[src/rtl/regfile_write_arbiter_pkg.sv]
// regfile_write_arbiter_pkg
//   Shared definitions for the register-file write arbiter slice:
//   default data/address widths, the port-select encoding used by the
//   round-robin arbiter, and the hard-wired zero register index.
//   Optional feature macro used elsewhere in this slice: REGWR_BYPASS_EN.
package regfile_write_arbiter_pkg;

  localparam int DATA_W_DEF = 32;
  localparam int ADDR_W_DEF = 5;

  // Register 0 reads as zero, so writes to it are swallowed.
  localparam int REG_ZERO = 0;

  // Identifies which writeback requester owns the write port.
  typedef enum logic {
    PORT_A = 1'b0,
    PORT_B = 1'b1
  } port_sel_t;

endpackage

[src/rtl/regfile_write_arbiter_if.sv]
// regfile_write_arbiter_if
//   Writeback request bus carrying both requesters into the arbiter.
//   Port A is ALU writeback, port B is load writeback.
//     a_valid/a_addr/a_data, b_valid/b_addr/b_data : request from requester
//     a_ready/b_ready                               : accept back to requester
//   Modports: master = the execute/memory stages, slave = the arbiter.
interface regfile_write_arbiter_if #(
  parameter int DATA_W = 32,
  parameter int ADDR_W = 5
);

  logic              a_valid;
  logic [ADDR_W-1:0] a_addr;
  logic [DATA_W-1:0] a_data;
  logic              a_ready;

  logic              b_valid;
  logic [ADDR_W-1:0] b_addr;
  logic [DATA_W-1:0] b_data;
  logic              b_ready;

  modport master (
    output a_valid, a_addr, a_data,
    output b_valid, b_addr, b_data,
    input  a_ready, b_ready
  );

  modport slave (
    input  a_valid, a_addr, a_data,
    input  b_valid, b_addr, b_data,
    output a_ready, b_ready
  );

endinterface

[src/rtl/regfile_write_arbiter_rr_arb2.sv]
// regfile_write_arbiter_rr_arb2 (the rr_arb2 round-robin arbiter)
//   Two-requester round-robin arbiter.
//     clk, reset : clock and synchronous active-high reset
//     req[1:0]   : request vector, bit 0 = port A, bit 1 = port B
//     gnt[1:0]   : one-hot grant, all zero while reset is high
//   The last-grant register only moves on a conflict cycle, so an
//   uncontested requester never steals priority from the other one.
module regfile_write_arbiter_rr_arb2
  import regfile_write_arbiter_pkg::*;
(
  input  logic       clk,
  input  logic       reset,
  input  logic [1:0] req,
  output logic [1:0] gnt
);

  port_sel_t last_q;

  // Grant decision: a lone requester wins outright; on a conflict the
  // requester that did not win the previous conflict is chosen.
  always_comb begin
    gnt = 2'b00;
    if (!reset) begin
      if (req == 2'b11) begin
        gnt = (last_q == PORT_B) ? 2'b01 : 2'b10;
      end else begin
        gnt = req;
      end
    end
  end

  // Remember the conflict winner. Reset leaves B as last winner so that
  // A is favoured on the first conflict.
  always_ff @(posedge clk) begin
    if (reset) begin
      last_q <= PORT_B;
    end else if (req == 2'b11) begin
      last_q <= gnt[1] ? PORT_B : PORT_A;
    end
  end

endmodule

[src/rtl/regfile_write_arbiter.sv]
// regfile_write_arbiter
//   Shares the register file's single write port between ALU writeback
//   (port A) and load writeback (port B), and keeps a busy scoreboard of
//   outstanding destinations so decode can stall on RAW hazards.
//   Ports:
//     clk, reset          : clock, synchronous active-high reset
//     wr (slave)          : writeback request bus from both requesters
//     iss_valid, iss_addr : decode issues an instruction with a destination
//     rd_addr1, rd_addr2  : decode source registers
//     hazard              : a source register has a pending write
//     flush               : clear all scoreboard entries
//     RegWrite, inC, out  : registered register-file write port
//   Optional feature macro REGWR_BYPASS_EN adds fwd1_hit, fwd2_hit and
//   fwd_data, and lets forwarded sources drop out of the hazard term.
module regfile_write_arbiter
  import regfile_write_arbiter_pkg::*;
#(
  parameter int DATA_W = DATA_W_DEF,
  parameter int ADDR_W = ADDR_W_DEF
) (
  input  logic              clk,
  input  logic              reset,
  regfile_write_arbiter_if.slave wr,
  input  logic              iss_valid,
  input  logic [ADDR_W-1:0] iss_addr,
  input  logic [ADDR_W-1:0] rd_addr1,
  input  logic [ADDR_W-1:0] rd_addr2,
  output logic              hazard,
  input  logic              flush,
`ifdef REGWR_BYPASS_EN
  output logic              fwd1_hit,
  output logic              fwd2_hit,
  output logic [DATA_W-1:0] fwd_data,
`endif
  output logic              RegWrite,
  output logic [ADDR_W-1:0] inC,
  output logic [DATA_W-1:0] out
);

  localparam int DEPTH = 2 ** ADDR_W;
  localparam logic [ADDR_W-1:0] ZERO_ADDR = ADDR_W'(REG_ZERO);

  logic [1:0]        gnt;
  logic              acc_a;
  logic              acc_b;
  logic              acc;
  logic [ADDR_W-1:0] sel_addr;
  logic [DATA_W-1:0] sel_data;
  logic [DEPTH-1:0]  busy_q;
  logic [DEPTH-1:0]  busy_d;
  logic              src1_pending;
  logic              src2_pending;

  regfile_write_arbiter_rr_arb2 u_arb (
    .clk   (clk),
    .reset (reset),
    .req   ({wr.b_valid, wr.a_valid}),
    .gnt   (gnt)
  );

  assign wr.a_ready = gnt[0];
  assign wr.b_ready = gnt[1];

  // A grant only ever goes to a valid requester, so grant implies accept.
  // The mux picks whichever side was accepted this cycle.
  always_comb begin
    acc_a    = wr.a_valid & gnt[0];
    acc_b    = wr.b_valid & gnt[1];
    acc      = acc_a | acc_b;
    sel_addr = acc_b ? wr.b_addr : wr.a_addr;
    sel_data = acc_b ? wr.b_data : wr.a_data;
  end

  // Write stage: one cycle after acceptance the register file sees the
  // write. Writes to register 0 are accepted but never enabled. Address
  // and data hold when idle so the register file lines stay quiet.
  always_ff @(posedge clk) begin
    if (reset) begin
      RegWrite <= 1'b0;
      inC      <= '0;
      out      <= '0;
    end else begin
      RegWrite <= acc && (sel_addr != ZERO_ADDR);
      if (acc) begin
        inC <= sel_addr;
        out <= sel_data;
      end
    end
  end

  // Scoreboard next state. The clear from an accepted write is applied
  // before the issue set so a newer producer of the same register stays
  // outstanding. Flush overrides both; register 0 is never tracked.
  always_comb begin
    busy_d = busy_q;
    if (flush) begin
      busy_d = '0;
    end else begin
      if (acc) begin
        busy_d[sel_addr] = 1'b0;
      end
      if (iss_valid) begin
        busy_d[iss_addr] = 1'b1;
      end
    end
    busy_d[REG_ZERO] = 1'b0;
  end

  // Scoreboard register.
  always_ff @(posedge clk) begin
    if (reset) begin
      busy_q <= '0;
    end else begin
      busy_q <= busy_d;
    end
  end

`ifdef REGWR_BYPASS_EN
  // A source matching the write in flight can take its value from the
  // write port instead of stalling.
  always_comb begin
    fwd1_hit = RegWrite && (inC == rd_addr1) && (rd_addr1 != ZERO_ADDR);
    fwd2_hit = RegWrite && (inC == rd_addr2) && (rd_addr2 != ZERO_ADDR);
    fwd_data = out;
  end

  assign src1_pending = busy_q[rd_addr1] & (rd_addr1 != ZERO_ADDR) & ~fwd1_hit;
  assign src2_pending = busy_q[rd_addr2] & (rd_addr2 != ZERO_ADDR) & ~fwd2_hit;
`else
  assign src1_pending = busy_q[rd_addr1] & (rd_addr1 != ZERO_ADDR);
  assign src2_pending = busy_q[rd_addr2] & (rd_addr2 != ZERO_ADDR);
`endif

  assign hazard = src1_pending | src2_pending;

endmodule

[src/flat_wrapper.sv]
// flat-port wrapper written by rule: the top's interface ports become plain ports
module regfile_write_arbiter_flat import regfile_write_arbiter_pkg::*;
#(
  parameter int DATA_W = DATA_W_DEF,
  parameter int ADDR_W = ADDR_W_DEF
)
  (clk, reset, iss_valid, iss_addr, rd_addr1, rd_addr2, hazard, flush, RegWrite, inC, out, wr_a_valid, wr_a_addr, wr_a_data, wr_b_valid, wr_b_addr, wr_b_data, wr_a_ready, wr_b_ready);
  regfile_write_arbiter_if #(.DATA_W(DATA_W), .ADDR_W(ADDR_W)) wr_i ();
  input  logic clk;
  input  logic reset;
  input  logic iss_valid;
  input  logic [ADDR_W-1:0] iss_addr;
  input  logic [ADDR_W-1:0] rd_addr1;
  input  logic [ADDR_W-1:0] rd_addr2;
  output logic hazard;
  input  logic flush;
  output logic RegWrite;
  output logic [ADDR_W-1:0] inC;
  output logic [DATA_W-1:0] out;
  input wire logic [$bits(wr_i.a_valid)-1:0] wr_a_valid;
  input wire logic [$bits(wr_i.a_addr)-1:0] wr_a_addr;
  input wire logic [$bits(wr_i.a_data)-1:0] wr_a_data;
  input wire logic [$bits(wr_i.b_valid)-1:0] wr_b_valid;
  input wire logic [$bits(wr_i.b_addr)-1:0] wr_b_addr;
  input wire logic [$bits(wr_i.b_data)-1:0] wr_b_data;
  output wire logic [$bits(wr_i.a_ready)-1:0] wr_a_ready;
  output wire logic [$bits(wr_i.b_ready)-1:0] wr_b_ready;
  assign wr_i.a_valid = wr_a_valid;
  assign wr_i.a_addr = wr_a_addr;
  assign wr_i.a_data = wr_a_data;
  assign wr_i.b_valid = wr_b_valid;
  assign wr_i.b_addr = wr_b_addr;
  assign wr_i.b_data = wr_b_data;
  assign wr_a_ready = wr_i.a_ready;
  assign wr_b_ready = wr_i.b_ready;
  regfile_write_arbiter #(.DATA_W(DATA_W), .ADDR_W(ADDR_W)) u_core (.clk(clk), .reset(reset), .wr(wr_i), .iss_valid(iss_valid), .iss_addr(iss_addr), .rd_addr1(rd_addr1), .rd_addr2(rd_addr2), .hazard(hazard), .flush(flush), .RegWrite(RegWrite), .inC(inC), .out(out));
endmodule
[config.mk]
export PLATFORM = sky130hd
export DESIGN_NAME = regfile_write_arbiter_flat
export DESIGN_NICKNAME = d
export VERILOG_FILES = /design/src/rtl/regfile_write_arbiter_pkg.sv /design/src/rtl/regfile_write_arbiter_if.sv /design/src/rtl/regfile_write_arbiter_rr_arb2.sv /design/src/rtl/regfile_write_arbiter.sv /design/src/flat_wrapper.sv
export SDC_FILE = /design/constraint.sdc
export NUM_CORES = 1
export LEC_CHECK = 0
export ABC_CLOCK_PERIOD_IN_PS = 4800
export CAP_MARGIN = 20
export CORE_MARGIN = 3
export CORE_UTILIZATION = 45
export CTS_CLUSTER_SIZE = 40
export DETAILED_ROUTE_END_ITERATION = 7
export PLACE_DENSITY = 0.9
export SYNTH_ARGS = -nofsm -noshare
export SYNTH_HDL_FRONTEND = slang
export SYNTH_SLANG_ARGS = --single-unit
[constraint.sdc]
create_clock -name clk -period 4.8 [get_ports clk]
set_input_delay 0.96 -clock clk [delete_from_list [all_inputs] [get_ports clk]]
set_output_delay 0.96 -clock clk [all_outputs]
set_load 0.01 [all_outputs]
==> results of run 1 <==
==> cells in the final DEF, fill, tap and decap left out, types with 2 or more instances in the layout <==
cell type,instances
buf_4,7
nor2b_1,5
clkinv_2,2
bufinv_16,2
nand3b_1,3
o21ai_0,3
a221oi_1,2
clkbuf_1,2
mux2i_1,39
a21oi_1,12
inv_1,5
a31oi_1,2
dfxtp_1,70
a32o_1,20
and3b_1,2
nor2_1,49
o21ai_1,3
nand2b_1,6
nand3_1,26
a211oi_1,36
nand2_1,19
clkdlybuf4s50_1,135
o31ai_1,8
and3_1,2
mux2_2,6
nor3b_1,7
mux4_2,11
mux2i_2,2
clkbuf_8,10
mux2i_4,2
mux2_1,3
nor3_1,3
==> state kept, by name, summed over array words and instances (netlist names) <==
register             flops
u_core.RegWrite          1
u_core.out              32
u_core.inC               5
u_core.u_arb.last_q      1
u_core.busy_q           31
==> logic make-up (layout without fill, tap and decap cells) <==
| kind of cell | Yosys count | after routing | share of synthesized area |
|---|---|---|---|
| AND/OR/NAND/NOR | 132 | 132 | 0.169 |
| AO/OA/AOI/OAI | 97 | 97 | 0.200 |
| flip-flops | 70 | 70 | 0.365 |
| multiplexers | 64 | 64 | 0.216 |
| buffers and inverters | 35 | 164 | 0.0509 |
==> power breakdown <==
group | total [W] | internal [W] | switching [W]
sequential | 0.000623 | 0.000608 | 0.0000153
combinational | 0.000316 | 0.000171 | 0.000145
clock | 0.000522 | 0.000306 | 0.000216
total | 0.00146 | 0.00108 | 0.000376
==> layout make-up <==
type                            instances  share of cell area
Multi-Input combinational cell        293               0.415
Clock buffer                           12              0.0268
Tap cell                              105              0.0242
Timing Repair Buffer                  142               0.259
Inverter                                6             0.00415
Sequential cell                        70               0.258
Clock inverter                          4              0.0129
==> worst register-to-register path: stages (launching register included) <==
cell and delay, ns:
dfxtp_1 0.33, nand2_1 0.15, and2_2 0.48, buf_4 0.35
buf_4 0.39, mux2i_2 0.46, nand3_1 0.14, a32o_1 0.29
==> per-layer routing <==
layer	wire (µm)	share of wire
met5	0	0
met1	4410	0.38
met4	276	0.024
met3	1410	0.12
met2	5580	0.48
==> path summary, 6_finish.rpt <==
path / to / startpoint / slack (ns)
setup reg to reg: u_core.busy_q[19]$_SDFF_PP0_ / u_core.u_arb.last_q$_SDFFE_PP1P_ / 2.12
hold / removal: u_core.inC[0]$_SDFFE_PP0N_ / u_core.inC[0]$_SDFFE_PP0N_ / 0.46
hold reg to reg: u_core.inC[0]$_SDFFE_PP0N_ / u_core.inC[0]$_SDFFE_PP0N_ / 0.46
setup / recovery: hazard / rd_addr2[2] / 0.56
==> through the flow <==
step,setup slack (ns),instances,cell area (µm²),hold WS [ns],total power (W)
floorplan,1.49,398,3840,0.435,0.000783
finish,0.562,632,5420,0.464,0.00146
global route,0.343,632,5420,0.494,0.00153
CTS,0.551,632,5420,0.466,0.00147
detailed placement,0.550,616,5210,0.452,0.000948
global placement,0.614,616,5210,0.451,0.000939
==> results.md, run 1 <==
- Outcome: completed
- GR Layer Usage met3: 0.106
- Detailed Routing Iterations Pass 1: 5
- Ys flop type: dfxtp_1
- Cells after Synth: 398
- # setup viols final: 0
- Vias in the first global route: around 3800
- CP max FO: 10
- Worst reg2reg path depth: 7
- Skew final: 0.00880 ns
- Final wirelength: ~12 mm
- DIE HEIGHT: 98.3 µm
- Relative slew margins: 0.320
- Die Footprint: between 9000 and 10000 µm²
- CTS max path bufs: 2
- Clk_lat worst skew: 0.35 ns
- CTS tree: done
- Largest net degree at the start of global routing: 44
- CP top delay family: buffers and inverters
- Register clock-pin slew on the reported worst setup and hold paths: 0.07 ns
- Routed len/inst: roughly 18 µm
- First-pass GRT wire length: just under 20 mm
- Number of DRC markers in iteration 0: 223
- Crit-path max cell delay: approximately 0.75 ns
- ANT nets after route: 0
- PD cells: 269 nW/µm²
- Post-synth top area share: 0.365
- Hold WC Path Type: flop to flop
- Clock Sinks: 70
- FF+latch area: 1400 µm²
- CP Cell Sequence: clkdlybuf4s50_1 -> mux2_2 -> o311a_1 -> a311oi_1 -> nand4_1 -> clkdlybuf4s50_1
- Worst-Margin Slew: roughly 1.0 ns
- Fill cells: 640
- Row count: 33
- Distinct cells, synth: ~50
- Fmax: 236 MHz
- Nets@finish: 617
- Min cycle time layout: 4.24 ns
- Post-CTS setup buffers: 0
- GRT overflow: 0
- Seq/Total Area, Yosys: 0.365
- Root Driver: clkbuf_8
- Max-cap viol count: 0
- Hold Path Stages: 2
- Peak supply drop: 0.224 mV
- Area of the core: 8260 µm²
- Critical-path top delay cell: clkdlybuf4s50_1
- Syn Area/Cell: 9.64 µm²
- Ys Warns: 0
- Synth area leaders: dfxtp_1 37%, mux2i_1 10%, a211oi_1 7.0%
- H-tree depth: 3
- Gpl congestion: 0.965
- Post-synth ARST share: 0
- Vias after detailed routing: 3775
- Synth area leader: dfxtp_1
- Crit Path Class: primary input to output pin
- RSZ-0062 raised after global routing: no
- Initial antenna violation count: 0
- Hold_buf cts: 0
- Ant diodes: 0
- Grt met2 use: 0.400
- End-of-flow core utilization: 0.657
- Yosys reg bits: 70
- Hold Vio Cnt, Final: 0
- Die X: 98.3 µm
- Worst EP arrival: 3.28 ns
- Setup TNS: 0 ns
- Met1 usage: 0.291
- Number of I/O pins: 136
- Period utilisation layout: 0.883
- # DRC: 0
- Crit-path most repeated cell: clkdlybuf4s50_1
- Required @ worst endpoint: around 3.8 ns
- Startpoint Class: primary input
- CP Depth: 6
- Syn-to-layout area delta: 41.4%
- CTS Buf Count: 9
- Synthesized cell area: 3840 µm²
- Final HPWL DP: between 8 and 9 mm
- Worst setup EP type: output pin
- Total global-route track usage: 0.246
- Share of cells above drive strength 1: 0.101
- Resized cells post-CTS: 0
- Multi-input logic area: 2250 µm²
- LEAKAGE: 1.87 nW
- Max-slew violations: 0
- Critical path buffer and inverter count: 2
- Most frequent cell after synthesis: dfxtp_1
- EDFF count, synth: 0
- Top cells by instance count after synthesis: 70 x dfxtp_1, 50 x nor2_1, 39 x mux2i_1
- Mapped Nets: 493
- Gr busiest metal: met2
- Starting Density: 0.465
- PortBufs: approximately 140
- Routed vias/inst: 5.97
No activity file was read; power rests on OpenSTA's default activity.
==> inputs of run 2 (changes only) <==
--- a/config.mk
+++ b/config.mk
@@ -5,13 +5,14 @@
 export SDC_FILE = /design/constraint.sdc
 export NUM_CORES = 1
 export LEC_CHECK = 0
-export ABC_CLOCK_PERIOD_IN_PS = 4800
+export ABC_CLOCK_PERIOD_IN_PS = 3500
 export CAP_MARGIN = 20
 export CORE_MARGIN = 3
-export CORE_UTILIZATION = 45
+export CORE_UTILIZATION = 41
 export CTS_CLUSTER_SIZE = 40
 export DETAILED_ROUTE_END_ITERATION = 7
-export PLACE_DENSITY = 0.9
+export GPL_ROUTABILITY_DRIVEN = 0
+export PLACE_DENSITY = 0.87
 export SYNTH_ARGS = -nofsm -noshare
 export SYNTH_HDL_FRONTEND = slang
 export SYNTH_SLANG_ARGS = --single-unit
==> constraint.sdc (replaced) <==
create_clock -name clk -period 3.5 [get_ports clk]
set_input_delay 0.7 -clock clk [delete_from_list [all_inputs] [get_ports clk]]
set_output_delay 0.7 -clock clk [all_outputs]
set_load 0.01 [all_outputs]
==> run 2 against run 1 <==
  * Clock skew is essentially flat
  * Clock power grew 23%
  * First-iteration DRC count shrank 5.8%
==> results.md, run 2 (same netlist as run 1, synthesis figures left out) <==
- Die X: 103 µm (was 98.3 µm)
- Startpoint Class: primary input (unchanged)
- Commonest non-fill, non-tap cells in the layout: 129 x clkdlybuf4s50_1, 70 x dfxtp_1, 49 x nor2_1 (was 135 x clkdlybuf4s50_1, 70 x dfxtp_1, 49 x nor2_1)
- Outcome: completed (unchanged)
- Routed vias/inst: 5.78 (was 5.97)
- Worst r2r dst: u_core.busy_q[24]$_SDFF_PP0_ (was u_core.busy_q[19]$_SDFF_PP0_)
- CTS max path bufs: 2 (unchanged)
- Hold WC Path Type: flop to flop (unchanged)
- Hold Vio Cnt, Final: 0 (unchanged)
- Worst Hold End: u_core.inC[0]$_SDFFE_PP0N_ (unchanged)
- Total power: 0.00193 W (was 0.00146 W)
- Reg2Reg Launch Point: u_core.u_arb.last_q$_SDFFE_PP1P_ (unchanged)
- Top Registers: u_core.out (32), u_core.busy_q (31), u_core.inC (5) (unchanged)
- H-tree depth: 3 (unchanged)
- Relative slew margins: 0.438 (was 0.320)
- Setup TNS: 0 ns (unchanged)
- Share of cells above drive strength 1: 0.118 (was 0.101)
- Fin area: 5460 µm² (was 5420 µm²)
- Crit-path max cell delay: 0.52 ns (was 0.75 ns)
- Final setup margin: 0.211 ns (was 0.562 ns)
- Ant diodes: 0 (unchanged)
- Hold_buf cts: 0 (unchanged)
- Number of I/O pins: 136 (unchanged)
- RSZ-0062 raised after global routing: no (unchanged)
- Worst reg2reg path depth: 6 (was 7)
- Largest net degree at the start of global routing: 73 (was 44)
- Hold Path Stages: 2 (unchanged)
- ANT nets after route: 0 (unchanged)
- # DRC: 0 (unchanged)
- CP max FO: 8 (was 10)
- Crit Path Class: primary input to output pin (unchanged)
- Placed cell area: 5270 µm² (was 5210 µm²)
- Commonest non-fill, non-tap cell in the layout: clkdlybuf4s50_1 (unchanged)
- Peak supply drop: 0.216 mV (was 0.224 mV)
- Worst setup EP type: output pin (unchanged)
- Hold wc startpoint: u_core.inC[0]$_SDFFE_PP0N_ (unchanged)
- Number of DRC markers in iteration 0: 210 (was 223)
- CTS tree: done (unchanged)
- Critical-path top delay cell: clkdlybuf4s50_1 (unchanged)
- Top reg by flops: u_core.out (unchanged)
- Skew final: 0.00922 ns (was 0.00880 ns)
- Clock Sinks: 70 (unchanged)
- Area of the core: 8890 µm² (was 8260 µm²)
- LEAKAGE: 1.91 nW (was 1.87 nW)
- Nets@finish: 626 (was 617)
- Worst R2R Setup Slack: 1.40 ns (was 2.12 ns)
- Worst EP arrival: 2.59 ns (was 3.28 ns)
- First-pass GRT wire length: 19.0 mm (was 19.3 mm)
- PD cells: 354 nW/µm² (was 269 nW/µm²)
- DIE HEIGHT: 103 µm (was 98.3 µm)
- Die Footprint: 10600 µm² (was 9670 µm²)
- Fmax: 304 MHz
- Detailed Routing Iterations Pass 1: 4 (was 5)
- PortBufs: 135 (unchanged)
- CTS Buf Count: 9 (unchanged)
- Period utilisation layout: 0.940
- Final HPWL DP: 9.25 mm (was 8.71 mm)
- CP startpoint: rd_addr2[2] (unchanged)
- Vias in the first global route: 3767 (was 3848)
- CP Cell Sequence: clkdlybuf4s50_1 -> buf_4 -> mux4_2 -> mux2_2 -> a31oi_1 -> nand4_1 -> dlygate4sd2_1 (was clkdlybuf4s50_1 -> mux2_2 -> o311a_1 -> a311oi_1 -> nand4_1 -> clkdlybuf4s50_1)
- Required @ worst endpoint: 2.80 ns (was 3.84 ns)
- Routed len/inst: 18.4 µm (was 18.5 µm)
- Clk_lat worst skew: 0.34 ns (was 0.35 ns)
- Row count: 34 (was 33)
- Initial antenna violation count: 0 (unchanged)
- Register clock-pin slew on the reported worst setup and hold paths: 0.08 ns (was 0.07 ns)
- GRT overflow: 0 (unchanged)
- Max reg flops: 32 (unchanged)
- Min cycle time layout: 3.29 ns
- Worst-Margin Slew: 0.841 ns (was 1.01 ns)
- Dpl ws: -0.168 ns (was 0.550 ns)
- Total global-route track usage: 0.230 (was 0.246)
- Vias after detailed routing: 3719 (was 3775)
- Final wirelength: 11.8 mm (was 11.7 mm)
- Post-CTS setup buffers: 0 (unchanged)
- Syn-to-layout area delta: 42.3% (was 41.4%)
- # setup viols final: 0 (unchanged)
- End-of-flow core utilization: 0.614 (was 0.657)
- Max-slew violations: 0 (unchanged)
- Root Driver: clkbuf_8 (unchanged)
- Starting Density: 0.431 (was 0.465)
- Max-cap viol count: 0 (unchanged)
## run 2: changes by cell type in the layout (fill, tap and decap cells not counted)
| cell | delta |
|---|---|
| buf_4 | +9 |
| clkdlybuf4s50_1 | -6 |
| dlygate4sd2_1 | +5 |
| a2111oi_0 | -1 |
| a2111oi_1 | +1 |
| buf_2 | +1 |
| bufinv_16 | -1 |
| clkbuf_1 | -1 |
| clkinvlp_4 | +1 |
## run 2: worst max path at each step
stage	to	slack, ns	cells after the start
3_3_place_gp	hazard	-0.08	7
6_report	hazard	0.21	7
3_5_place_dp	hazard	-0.17	7
5_1_grt	hazard	0.12	7
4_1_cts	hazard	0.19	7
2_1_floorplan	hazard	0.71	5
## run 2: timing repair
item / CTS / global route
endpoints found under the hold margin: 0 / 0
resized for setup: 6 / 0
endpoints found under the setup margin: 1 / 0
## run 2: layout make-up
| type | instances | area, µm² |
|---|---|---|
| clock buffer | 11 | 141 |
| clock inverter | 4 | 47.5 |
| fill | 712 | 3430 |
| inverter | 6 | 22.5 |
| multi-input combinational | 293 | 2250 |
| sequential | 70 | 1400 |
| tap | 108 | 135 |
| timing repair buffer | 151 | 1460 |
## run 2: metrics by stage
| step | hold WS [ns] | std cells |
|---|---|---|
| 5_1_grt | 0.498 | 643 |
| 3_5_place_dp | 0.451 | 628 |
| 6_report | 0.461 | 643 |
| 2_1_floorplan | 0.435 | 398 |
| 3_3_place_gp | 0.449 | 628 |
| 4_1_cts | 0.465 | 643 |
## run 2: worst max-delay path: cells and delay by family
family | cells | cell delay (ns)
simple gates | 1 | 0.10
buf+inv | 3 | 1.01
mux | 2 | 0.59
compound gates | 1 | 0.18
## run 2: power by group
group,switching (W),internal (W)
Clock,0.000298,0.000343
Sequential,0.0000214,0.000833
Combinational,0.000197,0.000238
## run 2: layer usage
layer	up-vias	wire length, µm	global-route usage
met5	-	0	0
met4	0	104	0.0598
met3	8	1280	0.0886
met2	157	5810	0.397
met1	1767	4630	0.269
li1	1787	-	-
==> inputs of run 3 (changes only) <==
--- a/config.mk
+++ b/config.mk
@@ -9,6 +9,7 @@
 export CAP_MARGIN = 20
 export CORE_MARGIN = 3
 export CORE_UTILIZATION = 41
+export CTS_CLUSTER_DIAMETER = 100
 export CTS_CLUSTER_SIZE = 40
 export DETAILED_ROUTE_END_ITERATION = 7
 export GPL_ROUTABILITY_DRIVEN = 0
==> results of run 3 <==
The final DEF is identical to that of run 2; final timing and power are the same.
==> edit (flow settings as in run 2) <==
`REG_ZERO`: 0 -> 1.
--- a/src/rtl/regfile_write_arbiter_pkg.sv
+++ b/src/rtl/regfile_write_arbiter_pkg.sv
@@ -11,3 +11,3 @@
   // Register 0 reads as zero, so writes to it are swallowed.
-  localparam int REG_ZERO = 0;
+  localparam int REG_ZERO = 1;
 
Formal check against the unedited RTL: not equivalent (Yosys sat finds a counterexample within 4 cycles, from zero or initial values and one cycle with reset high).
==> edit against run 2 <==
- non-clock buffer count is 1 lower
- area after synthesis is 1.2% lower
- cell count is 5.1% lower
- worst setup slack worse by 120 ps
- fmax is 3.4% lower
- global-route usage is 0.74 points lower
- largest power group unchanged
- synthesized cell count is 7.3% lower
- clock power is 5.2% higher
- design area is 0.64% lower
- power is 0.27% higher
- critical path depth is 1 lower
- wire length is 5.6% lower
- sequential cell count stayed put
==> edit: results (changes against run 2) <==
Clock Skew=9.20 ps (-0.0193 ps); share of post-route cells with drive strength above 1=11.8% (-0.023 points); total number of vias=3646 (-2.0%); VDD IR-drop max=227 µV (+5.2%); GR Util All Layers=22.3% (-0.74 points); max_slew headroom=55.9% (+12 points); Critical Path Start=rd_addr1[1]; fillers=719 (+0.98%); vias in the first global route=3759 (-0.21%); CP Data Arrival Time=2700 ps (+110 ps); Nets=592 (-5.4%); drt total wl=11200 µm (-5.6%); Mapped Avg Cell Area=10.3 µm² (+6.6%); drt initial violations=121 (-42%); outcome=completed; post-synthesis sequential area ratio=37.0% (+0.45 points); leading post-synthesis cells by cell area=dfxtp_1 (37%), mux2i_1 (10%), a32o_1 (8.2%); # resized after CTS=1 (-5); top cells by count, synth=dfxtp_1 (70), mux2i_1 (39), nand3b_1 (34), nand4_1 (34); first-pass GRT wire length=18300 µm (-3.8%); Netlist cell types=40 (-22%); fin cells=610 (-5.1%); internal power=0.00143 W (+0.96%); worst slack, placed=-134 ps (+34.2 ps); crit-path max FO=3 (-5); hold_sp=u_core.out[30]; clock buffer depth=2 (unchanged); largest net degree at the start of global routing=39 (-47%); Area after DPL=0.00520 mm² (-1.4%); cell leakage power=1.87 nW (-2.3%); post-DP HPWL=8560 µm (-7.4%)
-- edit: changes by cell type after synthesis, sizes merged, moves of 8 or more --
cell and delta:
a211oi -31, a32o +11, nand3b +31, nor2 -33, nand2 -13, nand4 +33, nand3 -21, o31ai -8
o21ai +27
-- edit: critical path: stages --
cell	delay, ps
clkdlybuf4s50_1	570
mux4_2	520
mux2_2	280
nand3b_1	80
nand4_1	70
clkdlybuf4s50_1	480
-- edit: power by group through the flow --
stage	clock network [W]	registers, W	logic, W
final	0.000673	0.000852	0.000410
after floorplan	0	0.000884	0.000175
after CTS	0.000682	0.000852	0.000414
after global placement	0	0.000868	0.000403
after detailed placement	0	0.000870	0.000412
after global routing	0.000717	0.000856	0.000443
-- edit: final timing paths --
| check | end | slack [ps] | cells past startpoint |
|---|---|---|---|
| worst min register to register | u_core.out[30] | 480 | 2 |
| worst max-delay path | hazard | 100 | 6 |
| worst min-delay path | u_core.out[30] | 480 | 2 |
| worst max register to register | u_core.busy_q[6] | 1360 | 6 |
-- edit: cell families (layout without fill, tap and decap cells) --
logic type,count (synthesis),in the layout,share of synthesized area [%]
buffers and inverters,36,169,5.31
and+or+nand+nor,114,114,18.7
AOI/OAI and AO/OA,89,89,17.5
DFF,70,70,37.0
muxes,60,60,21.6
-- edit: per-layer routing --
layer / global-route usage, % / up-vias / share of wire (%)
met5: 0 / - / 0
met4: 9.79 / 0 / 2.3
met3: 7.44 / 29 / 11
met2: 38.8 / 172 / 49
met1: 24.7 / 1724 / 38
li1: - / 1721 / -
-- edit: layout make-up --
class	instances	area (µm²)	area share (%)
clock buffers	11	151	2.79
repair buffers	150	1470	27.2
well taps	108	135	2.49
inverters	3	11.3	0.208
multi-input cells	263	2190	40.4
clock inverters	5	57.6	1.06
flip-flops and latches	70	1400	25.8
